--- src/rtl/risc16_mc_core.sv ---
// risc16_mc_core: multi-cycle RiSC-16 core (8 opcodes, 16-bit instructions)
// with a DATA_W-wide datapath, a req/ack memory port that tolerates wait
// states, and a terminal HALT state.
// Optional feature macro: RISC16_PERF_EN builds the retired-instruction
// counter behind instret; without it instret is tied to zero.
module risc16_mc_core #(
    parameter int DATA_W     = 16,
    parameter int PC_W       = 16,
    parameter int PROG_START = 'h00FF
) (
    input  logic              clk,
    input  logic              rst,
    output logic              mem_req,
    output logic              mem_we,
    output logic [PC_W-1:0]   mem_addr,
    output logic [DATA_W-1:0] mem_wdata,
    input  logic [DATA_W-1:0] mem_rdata,
    input  logic              mem_ack,
    output logic              halted,
    output logic [31:0]       instret
);

    typedef enum logic [1:0] {S_FETCH, S_EXEC, S_MEM, S_HALT} state_t;

    localparam logic [2:0] OP_ADD  = 3'd0, OP_ADDI = 3'd1, OP_NAND = 3'd2, OP_LUI  = 3'd3,
                           OP_SW   = 3'd4, OP_LW   = 3'd5, OP_BEQ  = 3'd6, OP_JALR = 3'd7;

    state_t            state, state_d;
    logic [PC_W-1:0]   pc, pc_d, addr_d;
    logic [15:0]       ir, ir_d;
    logic              req_d, we_d;
    logic [DATA_W-1:0] wdata_d;
    logic [DATA_W-1:0] gpr [8];

    logic              wr_en;
    logic [DATA_W-1:0] wr_data;

    // instruction fields
    logic [2:0]        op, ra, rb, rc;
    logic [6:0]        imm7;
    logic [DATA_W-1:0] ra_val, rb_val, rc_val, simm_d;
    logic [PC_W-1:0]   pc_inc, simm_p, br_tgt, eff_addr;

    assign op     = ir[15:13];
    assign ra     = ir[12:10];
    assign rb     = ir[9:7];
    assign rc     = ir[2:0];
    assign imm7   = ir[6:0];
    // r0 is never written, so it reads back as its reset value of zero
    assign ra_val = gpr[ra];
    assign rb_val = gpr[rb];
    assign rc_val = gpr[rc];
    assign simm_d = {{(DATA_W-7){imm7[6]}}, imm7};
    assign simm_p = {{(PC_W-7){imm7[6]}}, imm7};
    assign pc_inc = pc + 1'b1;
    assign br_tgt = pc_inc + simm_p;
    assign eff_addr = PC_W'(rb_val + simm_d);

    assign halted = (state == S_HALT);

    // next state, next bus request and register write for the current state
    always_comb begin
        state_d = state;
        pc_d    = pc;
        ir_d    = ir;
        req_d   = mem_req;
        we_d    = mem_we;
        addr_d  = mem_addr;
        wdata_d = mem_wdata;
        wr_en   = 1'b0;
        wr_data = '0;
        case (state)
            S_FETCH: begin
                if (!mem_req) begin
                    // first fetch after reset: raise the request
                    req_d  = 1'b1;
                    we_d   = 1'b0;
                    addr_d = pc;
                end else if (mem_ack) begin
                    ir_d    = mem_rdata[15:0];
                    req_d   = 1'b0;
                    state_d = S_EXEC;
                end
            end
            S_EXEC: begin
                state_d = S_FETCH;
                pc_d    = pc_inc;
                case (op)
                    OP_ADD:  begin wr_en = 1'b1; wr_data = rb_val + rc_val;    end
                    OP_ADDI: begin wr_en = 1'b1; wr_data = rb_val + simm_d;    end
                    OP_NAND: begin wr_en = 1'b1; wr_data = ~(rb_val & rc_val); end
                    OP_LUI:  begin wr_en = 1'b1; wr_data = {ir[9:0], {(DATA_W-10){1'b0}}}; end
                    OP_SW, OP_LW: begin
                        state_d = S_MEM;
                        pc_d    = pc;
                    end
                    OP_BEQ:  if (ra_val == rb_val) pc_d = br_tgt;
                    OP_JALR: begin
                        if (imm7 == 7'd0) begin
                            // link uses the pre-jump pc, target is rB read before the write
                            wr_en   = 1'b1;
                            wr_data = DATA_W'(pc_inc);
                            pc_d    = rb_val[PC_W-1:0];
                        end else begin
                            state_d = S_HALT;
                            pc_d    = pc;
                        end
                    end
                    default: ;
                endcase
                // every EXEC exit except HALT starts a bus transaction right away
                if (state_d == S_FETCH) begin
                    req_d  = 1'b1;
                    we_d   = 1'b0;
                    addr_d = pc_d;
                end else if (state_d == S_MEM) begin
                    req_d   = 1'b1;
                    we_d    = (op == OP_SW);
                    addr_d  = eff_addr;
                    wdata_d = ra_val;
                end
            end
            S_MEM: begin
                if (mem_ack) begin
                    if (!mem_we) begin
                        wr_en   = 1'b1;
                        wr_data = mem_rdata;
                    end
                    pc_d    = pc_inc;
                    state_d = S_FETCH;
                    req_d   = 1'b1;
                    we_d    = 1'b0;
                    addr_d  = pc_inc;
                end
            end
            S_HALT: req_d = 1'b0;
            default: state_d = S_FETCH;
        endcase
    end

    // architectural state, registered bus outputs and register file
    always_ff @(posedge clk) begin
        if (rst) begin
            state     <= S_FETCH;
            pc        <= PC_W'(PROG_START);
            ir        <= '0;
            mem_req   <= 1'b0;
            mem_we    <= 1'b0;
            mem_addr  <= '0;
            mem_wdata <= '0;
            for (int i = 0; i < 8; i++) gpr[i] <= '0;
        end else begin
            state     <= state_d;
            pc        <= pc_d;
            ir        <= ir_d;
            mem_req   <= req_d;
            mem_we    <= we_d;
            mem_addr  <= addr_d;
            mem_wdata <= wdata_d;
            if (wr_en && ra != 3'd0) gpr[ra] <= wr_data;
        end
    end

`ifdef RISC16_PERF_EN
    logic [31:0] instret_q;
    logic        retire;
    // EXEC->FETCH covers every non-memory op; HALT never reaches FETCH
    assign retire = (state == S_EXEC && state_d == S_FETCH) || (state == S_MEM && mem_ack);

    // retired-instruction counter, wraps at 2^32
    always_ff @(posedge clk) begin
        if (rst)         instret_q <= '0;
        else if (retire) instret_q <= instret_q + 32'd1;
    end
    assign instret = instret_q;
`else
    assign instret = 32'd0;
`endif

endmodule

--- config.mk ---
export PLATFORM = sky130hd
export DESIGN_NAME = risc16_mc_core
export DESIGN_NICKNAME = d
export VERILOG_FILES = /design/src/rtl/risc16_mc_core.sv
export SDC_FILE = /design/constraint.sdc
export NUM_CORES = 1
export LEC_CHECK = 0
export BUFFER_PORTS_ARGS = -buffer_cell sky130_fd_sc_hd__buf_2
export CORE_ASPECT_RATIO = 1.2
export CORE_MARGIN = 2
export CORE_UTILIZATION = 50
export CTS_CLUSTER_DIAMETER = 60
export CTS_CLUSTER_SIZE = 10
export DETAILED_ROUTE_END_ITERATION = 7
export PLACE_DENSITY_LB_ADDON = 0.08
export SLEW_MARGIN = 40
export SYNTH_ARGS = -nofsm -noshare
export SYNTH_HDL_FRONTEND = slang
export SYNTH_SLANG_ARGS = --single-unit
--- constraint.sdc ---
create_clock -name clk -period 5 [get_ports clk]
set_clock_uncertainty 0.2 [all_clocks]
set_input_delay 0.25 -clock clk [delete_from_list [all_inputs] [get_ports clk]]
set_output_delay 0.25 -clock clk [all_outputs]
set_load 0.01 [all_outputs]
==> After elaboration in Yosys (flattened, before gate mapping) <==
Memory sizes are Yosys's and may differ from the RTL's. A register that Yosys moved wholly into a read port is not among the register bits.
Cells that the tools add are included.
{ "op_classes": {"muxes": 51, "addsub": 4, "n_eq_ne": 17, "bitwise": 3, "reduce_logical": 17} }
{ "ops": {"columns": ["op", "n"], "rows": [
  ["$mux 16", 10],
  ["$pmux 16 s3", 2],
  ["$pmux 16 s5", 1],
  ["$pmux 16 s2", 2],
  ["$add 16x16->16", 3],
  ["$mux 3", 7],
  ["$mux 1", 18],
  ["$add 16x1->16 const B", 1],
  ["$and 16x16->16", 1],
  ["$eq 16x16->1", 1],
  ["$not 16->16", 1],
  ["$reduce_or 16->1", 1],
  ["$eq 3x3->1 const B", 4],
  ["$mux 2", 5],
  ["$ne 2x2->1 const B", 4],
  ["$reduce_and 4->1", 2],
  ["$logic_not 7->1", 1],
  ["$eq 2x2->1 const B", 3],
  ["$eq 3x2->1 const B", 2],
  ["$pmux 2 s3", 1],
  ["$reduce_and 3->1", 2],
  ["$reduce_bool 3->1", 2],
  ["$logic_not 2->1", 2],
  ["$pmux 1 s2", 2],
  ["other kinds (13)", 14]
]} }
{ "totals": {"ff_bits": 68, "ram_bits": 128, "n_memories": 1, "output_inout_bits": 67, "input_bits": 19} }
{ "mem_list": {"columns": ["memory", "depth", "word_bits", "rd", "rd_clocked_by_memory_dff", "write_ports", "line_no", "rtl"], "rows": [
  ["gpr", 8, 16, 3, 3, 8, "33", "logic [DATA_W-1:0] gpr [8];"]
]} }

==> Longest topological paths before layout <==
{ "logic_depth": {"ltp_word": 10, "mapped_depth": 16, "ltp_nobuf": 15} }

==> Least setup slack after synthesis <==
Ideal clock, no wire load.
{ "synth_timing": {"kind": "flip-flop to flip-flop", "from": "reg (tool-made name)", "to": "mem gpr[1][14], data pin", "required_time_ns": 4.660, "synth_period_minus_slack_ns": 5.000, "slack_ns": 0.000, "t_arrival_ns": 4.660, "path_stages_with_launch": 16, "setup_time_ns": 0.140, "cell_sequence": "dfxtp_1 > clkbuf_1 > buf_1 > mux4_2 > mux2_2 > ha_1 > fa_1 > a21o_1 > a21oi_1 > o21bai_1 > a2111oi_0 > o31a_1 > o21bai_1 > or4_1 > a211o_1 > nor2_1"} }
{ "synth_lines": {"columns": ["element", "line_no"], "rows": [
  ["end: declaration", "33"]
]} }

==> metrics <==
Arr. time, crit path between 5000 and 6000 ps; count leader, synth nor2_1; pin count of the biggest net entering global routing between 50 and 60; ys async rst share 0; first-pass GRT wire length 76,700 µm; CP max-delay cell a2111oi_0; register area ~5400 µm²; Top Metal Used met4; minimum clock period 4840 ps; critical path class reg2reg; top cell type by total area after synthesis edfxtp_1; Critical Path End Type flop; Pins Over Slew Limit 0; syn avg cell area 9.79 µm²; DP Wirelength ~37,000 µm; most frequent CP cell o21bai_1; PostCTS Resize Cnt 0; diodes inserted 0; Top FF cell, synth edfxtp_1; crit-path cells mux4_2 > mux2_2 > ha_1 > fa_1 > a21o_1 > a21oi_1 > o21bai_1 > a2111oi_0 > o31a_1 > o21bai_1 > or4_1 > a211o_1 > nor2_1; initial drt markers about 1.5k; Via density about 6.4; Worst-Margin Slew 881 ps; fill count ~2.6k; cell count along the critical path 13; CP peak stage delay roughly 700 ps; Ports 86; min-delay src rst; #FFs+latches synth slightly above 200; share of layout cells above drive strength 1 0.172; buffer count from post-CTS setup fixing 0; DR vias about 13k; Skew-Pair Late Insertion Delay between 500 and 600 ps; hold_buf cts 16; Slew Limit Headroom 0.413; GRT Overall Usage 0.331; top-area cell type share of the netlist area 0.262; hold worst-path end gpr[0][1]$_SDFFCE_PN0P_; row count about 70; Synth Warn # 0; DRT Wirelength roughly 51,000 µm; Worst R2R End gpr[4][14]$_SDFFCE_PN0P_; drc violations 0; CP required 5190 ps; wl on met1 roughly 20,000 µm; Area contributors post-synth edfxtp_1, mux4_2, dfxtp_1; grt ovf 0; TritonCTS Sinks a little over 200; Pwr Total roughly 6.3 mW; design area between 15,000 and 20,000 µm²; IO buf count 53; FF-to-FF path depth 13; FMAX between 200 and 250 MHz; setup TNS 0 ps; RSZ-0062 raised after global routing false; most instantiated cells after synthesis nor2_1, edfxtp_1, nand2_1; nature of the critical path startpoint flop; cell count after synthesis about 1.5k; crit path max fanout 7; GP Congestion ~0.95; antenna violations before repair 0; r2r startpoint gpr[7][0]$_SDFFCE_PN0P_; DR WL met3 approximately 3800 µm; Inserted Clock Buffers 27; Final period util 0.968; Core Box Area roughly 29,000 µm²; Fin Hold WS 59.3 ps; Netlist Area Pre-Place approximately 15,000 µm²; Pwr per Cell Area about 380 nW/µm²; multi-input logic area ~8700 µm²; Post-synth EDFFs between 100 and 150; endpoints failing hold 0; register area share after synthesis 0.367; Root Buffer clkbuf_16; flop2flop setup slack about 160 ps; worst min path class in2reg; placed cell areas ~16,000 µm²; CTS tree built; Routed Antenna Nets 0; Die Y-Extent 192 µm; count of final setup violators 0; LEAKAGE 6.03 nW; average wire per standard cell roughly 26 µm; Die Footprint just over 30,000 µm²; die width approximately 160 µm; total length of routed met2 wires between 20,000 and 25,000 µm; family with the most delay on the worst path compound AO/OA/AOI/OAI gates; Worst IR Drop VDD about 0.00025 V; Layout area overhead 12.8%; CTS Buffer Depth 3; Layout Nets about 1.7k; first-pass iteration count of the detailed router 8; WHS Path Cells 1; max-cap viol count 0; status completed; htree depth 1; starting density of the core 0.509; Synth cell types 76; clock-pin slew of the registers on the worst-case setup and hold paths 60 ps; Worst Path Buf+Inv 0; crit path launch gpr[7][0]$_SDFFCE_PN0P_; vias in the first global route between 10k and 15k
## sequential cells by signal (all words and copies together) (netlist names), named ones only
| name | cells |
|---|---|
| mem_we | 1 |
| mem_addr | 16 |
| state | 2 |
| pc | 16 |
| ir | 16 |
| gpr | 128 |
| mem_req | 1 |
| mem_wdata | 16 |
## cells in the final DEF (no fill, tap or decap), types with 52 or more instances in the layout
master    netlist  layout
buf_4          38      73
o21ai_0        55      55
mux4_2         75      75
buf_2           7      52
edfxtp_1      128     128
mux2i_1        62      62
a21oi_1        89      89
nand2_1       128     128
nor2_1        220     219
ha_1           53      53
dfxtp_1        77      73
## per-layer routing
metal / up-vias / GRT usage
li1: 5771 / -
met2: 669 / 0.569
met3: 168 / 0.0432
met4: 0 / 0.181
met1: 6214 / 0.405
met5: - / 0
## metrics by stage
step | instances | setup slack (ps) | util
5_1_grt | 1997 | 47.8 | 0.574
2_1_floorplan | 1547 | 4.56 | -
6_report | 1997 | 162 | 0.574
3_5_place_dp | 1933 | 269 | 0.539
3_3_place_gp | 1933 | 294 | 0.539
4_1_cts | 1997 | 224 | 0.574
## how the worst max path moves through the flow
stage and to:
6_report gpr[4][14]$_SDFFCE_PN0P_, 3_3_place_gp gpr[6][14]$_SDFFCE_PN0P_, 2_1_floorplan gpr[1][14]$_SDFFCE_PN0P_, 4_1_cts gpr[2][14]$_SDFFCE_PN0P_, 5_1_grt gpr[4][14]$_SDFFCE_PN0P_, 3_5_place_dp gpr[4][14]$_SDFFCE_PN0P_
## cell type report
cell class              instances  share of cell area
multi-input cells            1183               0.526
flip-flops and latches        205               0.326
repair buffers                143              0.0609
clock buffers                  42              0.0455
well taps                     385              0.0291
inverters                      33             0.00748
clock inverters                 6             0.00521
## power by group
group / switching (mW) / internal, mW
clock: 0.749 / 1.13
sequential: 0.154 / 1.92
combinational: 1.41 / 0.936
total: 2.31 / 3.99
## logic make-up (layout without fill, tap and decap cells)
family          count (synthesis)  count (layout)  share of synthesized area
buf+inv                       159             224                     0.0525
mux                           162             162                      0.176
fa+ha+maj                      56              56                     0.0493
simple gates                  504             504                      0.154
compound gates                348             348                      0.162
xor+xnor                       65              65                     0.0388
flops                         205             205                      0.367
other cells                     1              48                   0.000255
Power figures use the tool's default switching activity.
